## config.mk

```make
export PLATFORM = sky130hd
export DESIGN_NAME = l2_request_arbiter_flat
export DESIGN_NICKNAME = d
export VERILOG_FILES = /design/src/rtl/l2_request_arbiter_pkg.sv /design/src/rtl/l2_request_arbiter_if.sv /design/src/rtl/l2_request_arbiter_rr_arbiter.sv /design/src/rtl/l2_request_arbiter.sv /design/src/flat_wrapper.sv
export SDC_FILE = /design/constraint.sdc
export NUM_CORES = 1
export LEC_CHECK = 0
export ABC_AREA = 0
export CELL_PAD_IN_SITES_DETAIL_PLACEMENT = 0
export CELL_PAD_IN_SITES_GLOBAL_PLACEMENT = 1
export CORE_ASPECT_RATIO = 1.75
export CORE_MARGIN = 3
export CORE_UTILIZATION = 40
export CTS_CLUSTER_DIAMETER = 60
export DETAILED_ROUTE_END_ITERATION = 12
export PLACE_DENSITY_LB_ADDON = 0.1
export REMOVE_ABC_BUFFERS = 1
export SYNTH_ARGS = -nofsm -noshare
export SYNTH_HDL_FRONTEND = slang
export SYNTH_SLANG_ARGS = --single-unit
```

## constraint.sdc

```tcl
create_clock -name clk -period 11.3 [get_ports clk]
set_input_delay 2.825 -clock clk [delete_from_list [all_inputs] [get_ports clk]]
set_output_delay 2.825 -clock clk [all_outputs]
set_load 0.01 [all_outputs]
```

## src/rtl/l2_request_arbiter_pkg.sv

```systemverilog
// Shared types for the L2 request path: request packet, core count and
// the requester id width that the response router also uses.
`ifndef NUM_CORES
`define NUM_CORES 4
`endif
`ifndef L2_REQUESTER_ID_WIDTH
`define L2_REQUESTER_ID_WIDTH $clog2(`NUM_CORES)
`endif

package l2_request_arbiter_pkg;
  localparam int NUM_CORES             = `NUM_CORES;
  localparam int L2_REQUESTER_ID_WIDTH = `L2_REQUESTER_ID_WIDTH;

  typedef enum logic [1:0] {
    L2_LOAD   = 2'd0,
    L2_STORE  = 2'd1,
    L2_FLUSH  = 2'd2,
    L2_MEMBAR = 2'd3
  } l2_op_t;

  typedef struct packed {
    logic        valid;
    l2_op_t      op;
    logic [31:0] address;
    logic [31:0] data;
  } l2req_packet_t;

  // A single requester still needs a 1-bit id/pointer.
  function automatic int id_width(input int n);
    return (n > 1) ? $clog2(n) : 1;
  endfunction
endpackage

```

## src/rtl/l2_request_arbiter_if.sv

```systemverilog
// Core-side request/ready lanes plus the arbitrated L2 request port.
interface l2_request_arbiter_if
  import l2_request_arbiter_pkg::*;
#(
  parameter int NUM_REQUESTERS = `NUM_CORES
);
  localparam int ID_W = id_width(NUM_REQUESTERS);

  l2req_packet_t [NUM_REQUESTERS-1:0] l2i_request;
  logic          [NUM_REQUESTERS-1:0] l2_ready;
  l2req_packet_t                      l2a_request;
  logic                               l2a_stall;
  logic          [ID_W-1:0]           l2a_grant_id;

  modport master (
    output l2i_request, l2a_stall,
    input  l2_ready, l2a_request, l2a_grant_id
  );

  modport slave (
    input  l2i_request, l2a_stall,
    output l2_ready, l2a_request, l2a_grant_id
  );
endinterface

```

## src/rtl/l2_request_arbiter_rr_arbiter.sv

```systemverilog
// Round-robin picker: first set request at or above the pointer, wrapping
// at NUM_REQUESTERS (not necessarily a power of two).
module rr_arbiter
  import l2_request_arbiter_pkg::*;
#(
  parameter int NUM_REQUESTERS = 4
) (
  input  logic                      clk,
  input  logic                      reset,
  input  logic [NUM_REQUESTERS-1:0] request,
  input  logic                      update_lru,
  output logic [NUM_REQUESTERS-1:0] grant_oh
);
  localparam int PTR_W = id_width(NUM_REQUESTERS);

  logic [PTR_W-1:0] rr_ptr;
  logic [PTR_W-1:0] win;
  logic [PTR_W-1:0] idx;
  logic [PTR_W:0]   sum;
  logic             any;

  always_comb begin
    grant_oh = '0;
    win      = rr_ptr;
    idx      = '0;
    sum      = '0;
    any      = 1'b0;
    for (int off = 0; off < NUM_REQUESTERS; off++) begin
      sum = {1'b0, rr_ptr} + (PTR_W+1)'(off);
      if (sum >= (PTR_W+1)'(NUM_REQUESTERS))
        sum = sum - (PTR_W+1)'(NUM_REQUESTERS);
      idx = sum[PTR_W-1:0];
      if (!any && request[idx]) begin
        any = 1'b1;
        win = idx;
      end
    end
    if (any) grant_oh[win] = 1'b1;
  end

  // Explicit wrap keeps the pointer below NUM_REQUESTERS; N=1 pins it at 0.
  always_ff @(posedge clk or negedge reset) begin
    if (!reset)
      rr_ptr <= '0;
    else if (update_lru && any)
      rr_ptr <= (win == PTR_W'(NUM_REQUESTERS-1)) ? '0 : win + 1'b1;
  end
endmodule

```

## src/rtl/l2_request_arbiter.sv

```systemverilog
// Merges per-core one-entry request buffers into one registered L2 request
// port, round-robin, holding the output while the L2 stalls.
module l2_request_arbiter
  import l2_request_arbiter_pkg::*;
#(
  parameter int NUM_REQUESTERS = `NUM_CORES
) (
  input  logic                 clk,
  input  logic                 reset,
  l2_request_arbiter_if.slave  bus
);
  localparam int ID_W = id_width(NUM_REQUESTERS);

  logic          [NUM_REQUESTERS-1:0] full;
  logic          [NUM_REQUESTERS-1:0] capture;
  logic          [NUM_REQUESTERS-1:0] grant_oh;
  l2req_packet_t [NUM_REQUESTERS-1:0] req_buf;
  logic          [ID_W-1:0]           grant_id;
  logic                               slot_free;
  logic                               grant_en;
  logic                               out_valid;
  logic          [ID_W-1:0]           out_id;
  l2req_packet_t                      out_pkt;

  assign bus.l2_ready = ~full;
  assign slot_free    = !out_valid || !bus.l2a_stall;
  assign grant_en     = slot_free && (|full);

  always_comb begin
    capture = '0;
    for (int i = 0; i < NUM_REQUESTERS; i++)
      capture[i] = bus.l2i_request[i].valid && !full[i];
  end

  rr_arbiter #(
    .NUM_REQUESTERS (NUM_REQUESTERS)
  ) u_arb (
    .clk        (clk),
    .reset      (reset),
    .request    (full),
    .update_lru (grant_en),
    .grant_oh   (grant_oh)
  );

  always_comb begin
    grant_id = '0;
    for (int i = 0; i < NUM_REQUESTERS; i++)
      if (grant_oh[i]) grant_id = ID_W'(i);
  end

  // Capture needs empty and grant needs full, so the two never hit one lane.
  always_ff @(posedge clk or negedge reset) begin
    if (!reset)
      full <= '0;
    else
      full <= (full & ~(grant_en ? grant_oh : '0)) | capture;
  end

  always_ff @(posedge clk) begin
    for (int i = 0; i < NUM_REQUESTERS; i++)
      if (capture[i]) req_buf[i] <= bus.l2i_request[i];
  end

  always_ff @(posedge clk or negedge reset) begin
    if (!reset) begin
      out_valid <= 1'b0;
      out_id    <= '0;
    end else if (slot_free) begin
      out_valid <= |full;
      if (|full) out_id <= grant_id;
    end
  end

  always_ff @(posedge clk) begin
    if (grant_en) out_pkt <= req_buf[grant_id];
  end

  always_comb begin
    bus.l2a_request       = out_pkt;
    bus.l2a_request.valid = out_valid;
  end

  assign bus.l2a_grant_id = out_id;
endmodule

```

## src/flat_wrapper.sv

```systemverilog
// flat-port wrapper written by rule: the top's interface ports become plain ports
module l2_request_arbiter_flat import l2_request_arbiter_pkg::*;
#(
  parameter int NUM_REQUESTERS = `NUM_CORES
)
  (clk, reset, bus_l2i_request, bus_l2a_stall, bus_l2_ready, bus_l2a_request, bus_l2a_grant_id);
  l2_request_arbiter_if #(.NUM_REQUESTERS(NUM_REQUESTERS)) bus_i ();
  input  logic clk;
  input  logic reset;
  input wire logic [$bits(bus_i.l2i_request)-1:0] bus_l2i_request;
  input wire logic [$bits(bus_i.l2a_stall)-1:0] bus_l2a_stall;
  output wire logic [$bits(bus_i.l2_ready)-1:0] bus_l2_ready;
  output wire logic [$bits(bus_i.l2a_request)-1:0] bus_l2a_request;
  output wire logic [$bits(bus_i.l2a_grant_id)-1:0] bus_l2a_grant_id;
  assign bus_i.l2i_request = bus_l2i_request;
  assign bus_i.l2a_stall = bus_l2a_stall;
  assign bus_l2_ready = bus_i.l2_ready;
  assign bus_l2a_request = bus_i.l2a_request;
  assign bus_l2a_grant_id = bus_i.l2a_grant_id;
  l2_request_arbiter #(.NUM_REQUESTERS(NUM_REQUESTERS)) u_core (.clk(clk), .reset(reset), .bus(bus_i));
endmodule
```

==> impl_metrics.yaml <==
cts:
  clock-sinks: 339
  cts.path.max_buffers: 3
  num_cts_buffers: 31
  insertion_delay_ps: 560
  postCtsResizedCells: 0
  clk_root_buffer_cell: "sky130_fd_sc_hd__clkbuf_16"
  cts.repair_timing.setup_buffer_count: 0
  htree_num_levels: 1
  clkTransAtPathRegs_ps: 70
  cts-hold-fix-buffers: 0
  cts_tree: "yes"
sta:
  layout_min_cycle_time_ps: 4587
  final_min_period_over_clock_period_pct: 40.59
  timing_hold_violations_final: 0
  worstMarginPinSlew_ps: 1221
  maxClockFrequency_mhz: 218.0
  timing.setup.tns_ps: 0
  timing.final.max_slew_violations: 0
  postLayoutSetupSlackWorst_ps: 6713
  rsz0062_at_grt: "false"
  timing.slew.headroom_pct: 18.61
  finClkSkew_ps: 17.90
  setup_viol_count_final: 0
floorplanning:
  die_area_mm2: 0.03393
  dieWidth_um: 140.5
  floorplan.initialDensity_pct: 40.93
  design.portCount: 344
  die_height_um: 241.4
  placeable_core_area_mm2: 0.03095
  number_of_standard_cell_rows_in_the_floorplan: 85
min_path:
  hold_class: "reg -> reg"
  hold_path_end: "u_core.bus.l2a_grant_id[0]"
  timing.hold.worst.start: "u_core.bus.l2a_grant_id[0]"
  holdPathStages: 1
routing:
  ant_nets: 0
  drc_errors: 0
  wl_per_cell_um: 22.49
  drt-total-wl_um: 31330
  firstDrtPassIters: 4
  dr.first_iter.drc_count: 281
  dr_total_vias: 6757
  post_detailed_route_via_to_cell_ratio: 4.851
grt:
  first_global_vias: 7255
  antenna_found_initial: 9
  grt_start_max_net_pins: 134
  grt_first_pass_wirelength_um: 44270
  global_route.overflow_total: 0
  grt.total_usage_pct: 17.78
worst_setup_path:
  timing.critical_path.cells: "inv_1 > clkdlybuf4s50_1"
  crit-reg2reg-capture: "u_core.bus.l2a_request[41]"
  cpMaxStageDelayCell: "sky130_fd_sc_hd__clkdlybuf4s50_1"
  cpLargestDelayFamily: "buffers and inverters"
  class_of_the_most_critical_setup_path: "reg -> out"
  crit_path_max_incr_delay_ps: 560
  worstPathBufferInverterCount: 2
  required_ps: 8480
  r2r_start: "u_core.full[2]"
  worst-r2r-cell-count: 9
  worst_setup_path_end_kind: "output port"
  worstPathMaxFanout: 6
  cp-start-kind: "flop"
  worstPathArrival_ps: 1760
  reg2reg_setup_slack_ps: 7860
layout:
  final_cell_mix: "sky130_fd_sc_hd__clkdlybuf4s50_1 (343), sky130_fd_sc_hd__edfxtp_1 (330), sky130_fd_sc_hd__mux2i_1 (198), sky130_fd_sc_hd__clkbuf_16 (31), sky130_fd_sc_hd__dfrtp_1 (9)"
  layout.cells.most_common: "sky130_fd_sc_hd__clkdlybuf4s50_1"
  area_delta_synth_final_pct: 38.38
  design.final.nets: 1244
  drive_above_1_share_pct: 7.042
  final_design_area_no_fill_mm2: 0.01753
synth:
  synth_top_cell_by_area: "sky130_fd_sc_hd__edfxtp_1"
  ys_seq_area_share_pct: 80.00
  netlist.area_leader.share_pct: 78.22
  synth_seq_cells: 339
  synth.cell_area_mm2: 0.01267
  syn-instance-count: 607
  count_of_flip_flops_with_a_built_in_enable_after_synthesis: 330
  ys_dominant_reg_cell: "sky130_fd_sc_hd__edfxtp_1"
  asyncSetResetFlopFracSynth_pct: 2.655
  yosysWarningCount: 0
  syn-mean-instance-area_um2: 20.87
  ys_top_cells_by_area: "sky130_fd_sc_hd__edfxtp_1 (78%), sky130_fd_sc_hd__mux2i_1 (16%), sky130_fd_sc_hd__dfrtp_1 (1.8%)"
  yosys.cell_types.count: 30
power_and_ir_drop:
  leakagePower_nw: 6.302
  power_density_mw_per_mm2: 281.4
  worst_case_vdd_ir_drop_uv: 638.6
place:
  dp_worst_setup_slack_ps: 6230
  dp.final_hpwl_um: 20440
  dpl-instance-area_mm2: 0.01649
  finalWeightedCongestion: 0.7776
  io_buffers: 343
run_status:
  status: "finished, final reports clean"
run:
  drv_cap: 0
final cells by class:
cell class	count	area, um^2
clock inverters	24	230.2
multi-input cells	240	2337
inverters	5	18.77
repair buffers	352	3513
diodes	8	20.02
fillers	2450	13420
clock buffers	34	787.0
flip-flops and latches	339	10130
well taps	391	489.2
worst reg2reg max path, cell delays in order, from the launching register on:
cell	delay, ps
sky130_fd_sc_hd__dfrtp_1	540
sky130_fd_sc_hd__inv_1	130
sky130_fd_sc_hd__o311ai_0	500
sky130_fd_sc_hd__o22a_1	230
sky130_fd_sc_hd__ha_1	210
sky130_fd_sc_hd__nor2_1	90
sky130_fd_sc_hd__nor2_4	100
sky130_fd_sc_hd__buf_12	510
sky130_fd_sc_hd__mux2i_1	710
sky130_fd_sc_hd__mux2i_1	140
metrics by stage:
step           utilization (%)  cells  hold slack, ps  total power [mW]
2_1_floorplan                -    584           532.4             3.451
5_1_grt                  56.64   1392           568.5             5.185
3_3_place_gp             53.29   1327           516.5             3.939
4_1_cts                  56.58   1385           539.9             5.010
6_report                 56.64   1393           543.0             4.933
3_5_place_dp             53.29   1327           520.1             3.952
power by group:
part | internal, mW | switching [mW] | leakage [nW] | total (mW)
Sequential | 1.78 | 0.0924 | 3.15 | 1.87
Clock | 0.594 | 0.450 | 0.492 | 1.04
Combinational | 0.997 | 1.02 | 2.66 | 2.02
synthesized netlist by cell type, types with 2 or more instances:
cell type                  instances
sky130_fd_sc_hd__edfxtp_1        330
sky130_fd_sc_hd__mux2i_1         198
sky130_fd_sc_hd__buf_4            11
sky130_fd_sc_hd__dfrtp_1           9
sky130_fd_sc_hd__buf_2             7
sky130_fd_sc_hd__nor2_1            7
sky130_fd_sc_hd__a31oi_1           5
sky130_fd_sc_hd__buf_12            5
sky130_fd_sc_hd__ha_1              4
sky130_fd_sc_hd__inv_1             4
sky130_fd_sc_hd__nand2_1           4
sky130_fd_sc_hd__nor2b_1           4
sky130_fd_sc_hd__mux2_2            2
state kept, by name (all words and copies together), names as in the netlist:
signal,flops
u_core.full,4
u_core.bus.l2a_request,66
u_core.req_buf,264
u_core.bus.l2a_grant_id,2
u_core.u_arb.rr_ptr,2
u_core.out_valid,1
logic make-up after synthesis:
logic type      after synthesis  share of synthesized area (%)
compound gates               15                         0.9679
mux                         200                          15.82
simple gates                 21                         0.9482
buf+inv                      28                          1.867
fa+ha+maj                     4                         0.3951
flops                       339                          80.00
worst max-delay path by stage:
stage | startpoint | endpoint | slack (ps) | depth (start not counted)
after detailed placement | bus_l2a_stall | u_core.bus.l2a_grant_id[1] | 6230 | 5
after CTS | u_core.full[0] | bus_l2_ready[0] | 6680 | 2
after global routing | u_core.full[0] | bus_l2_ready[0] | 6630 | 2
after global placement | bus_l2a_stall | u_core.bus.l2a_grant_id[1] | 6250 | 5
after floorplan | u_core.full[2] | u_core.bus.l2a_request[0] | 4290 | 8
final | u_core.full[0] | bus_l2_ready[0] | 6710 | 2
layer usage:
metal	routed length (um)	GRT usage [%]
met5	27	0
met4	867	6.612
met3	2277	4.958
met2	17600	34.17
met1	10560	18.14
(Power assumes the default switching activity.)
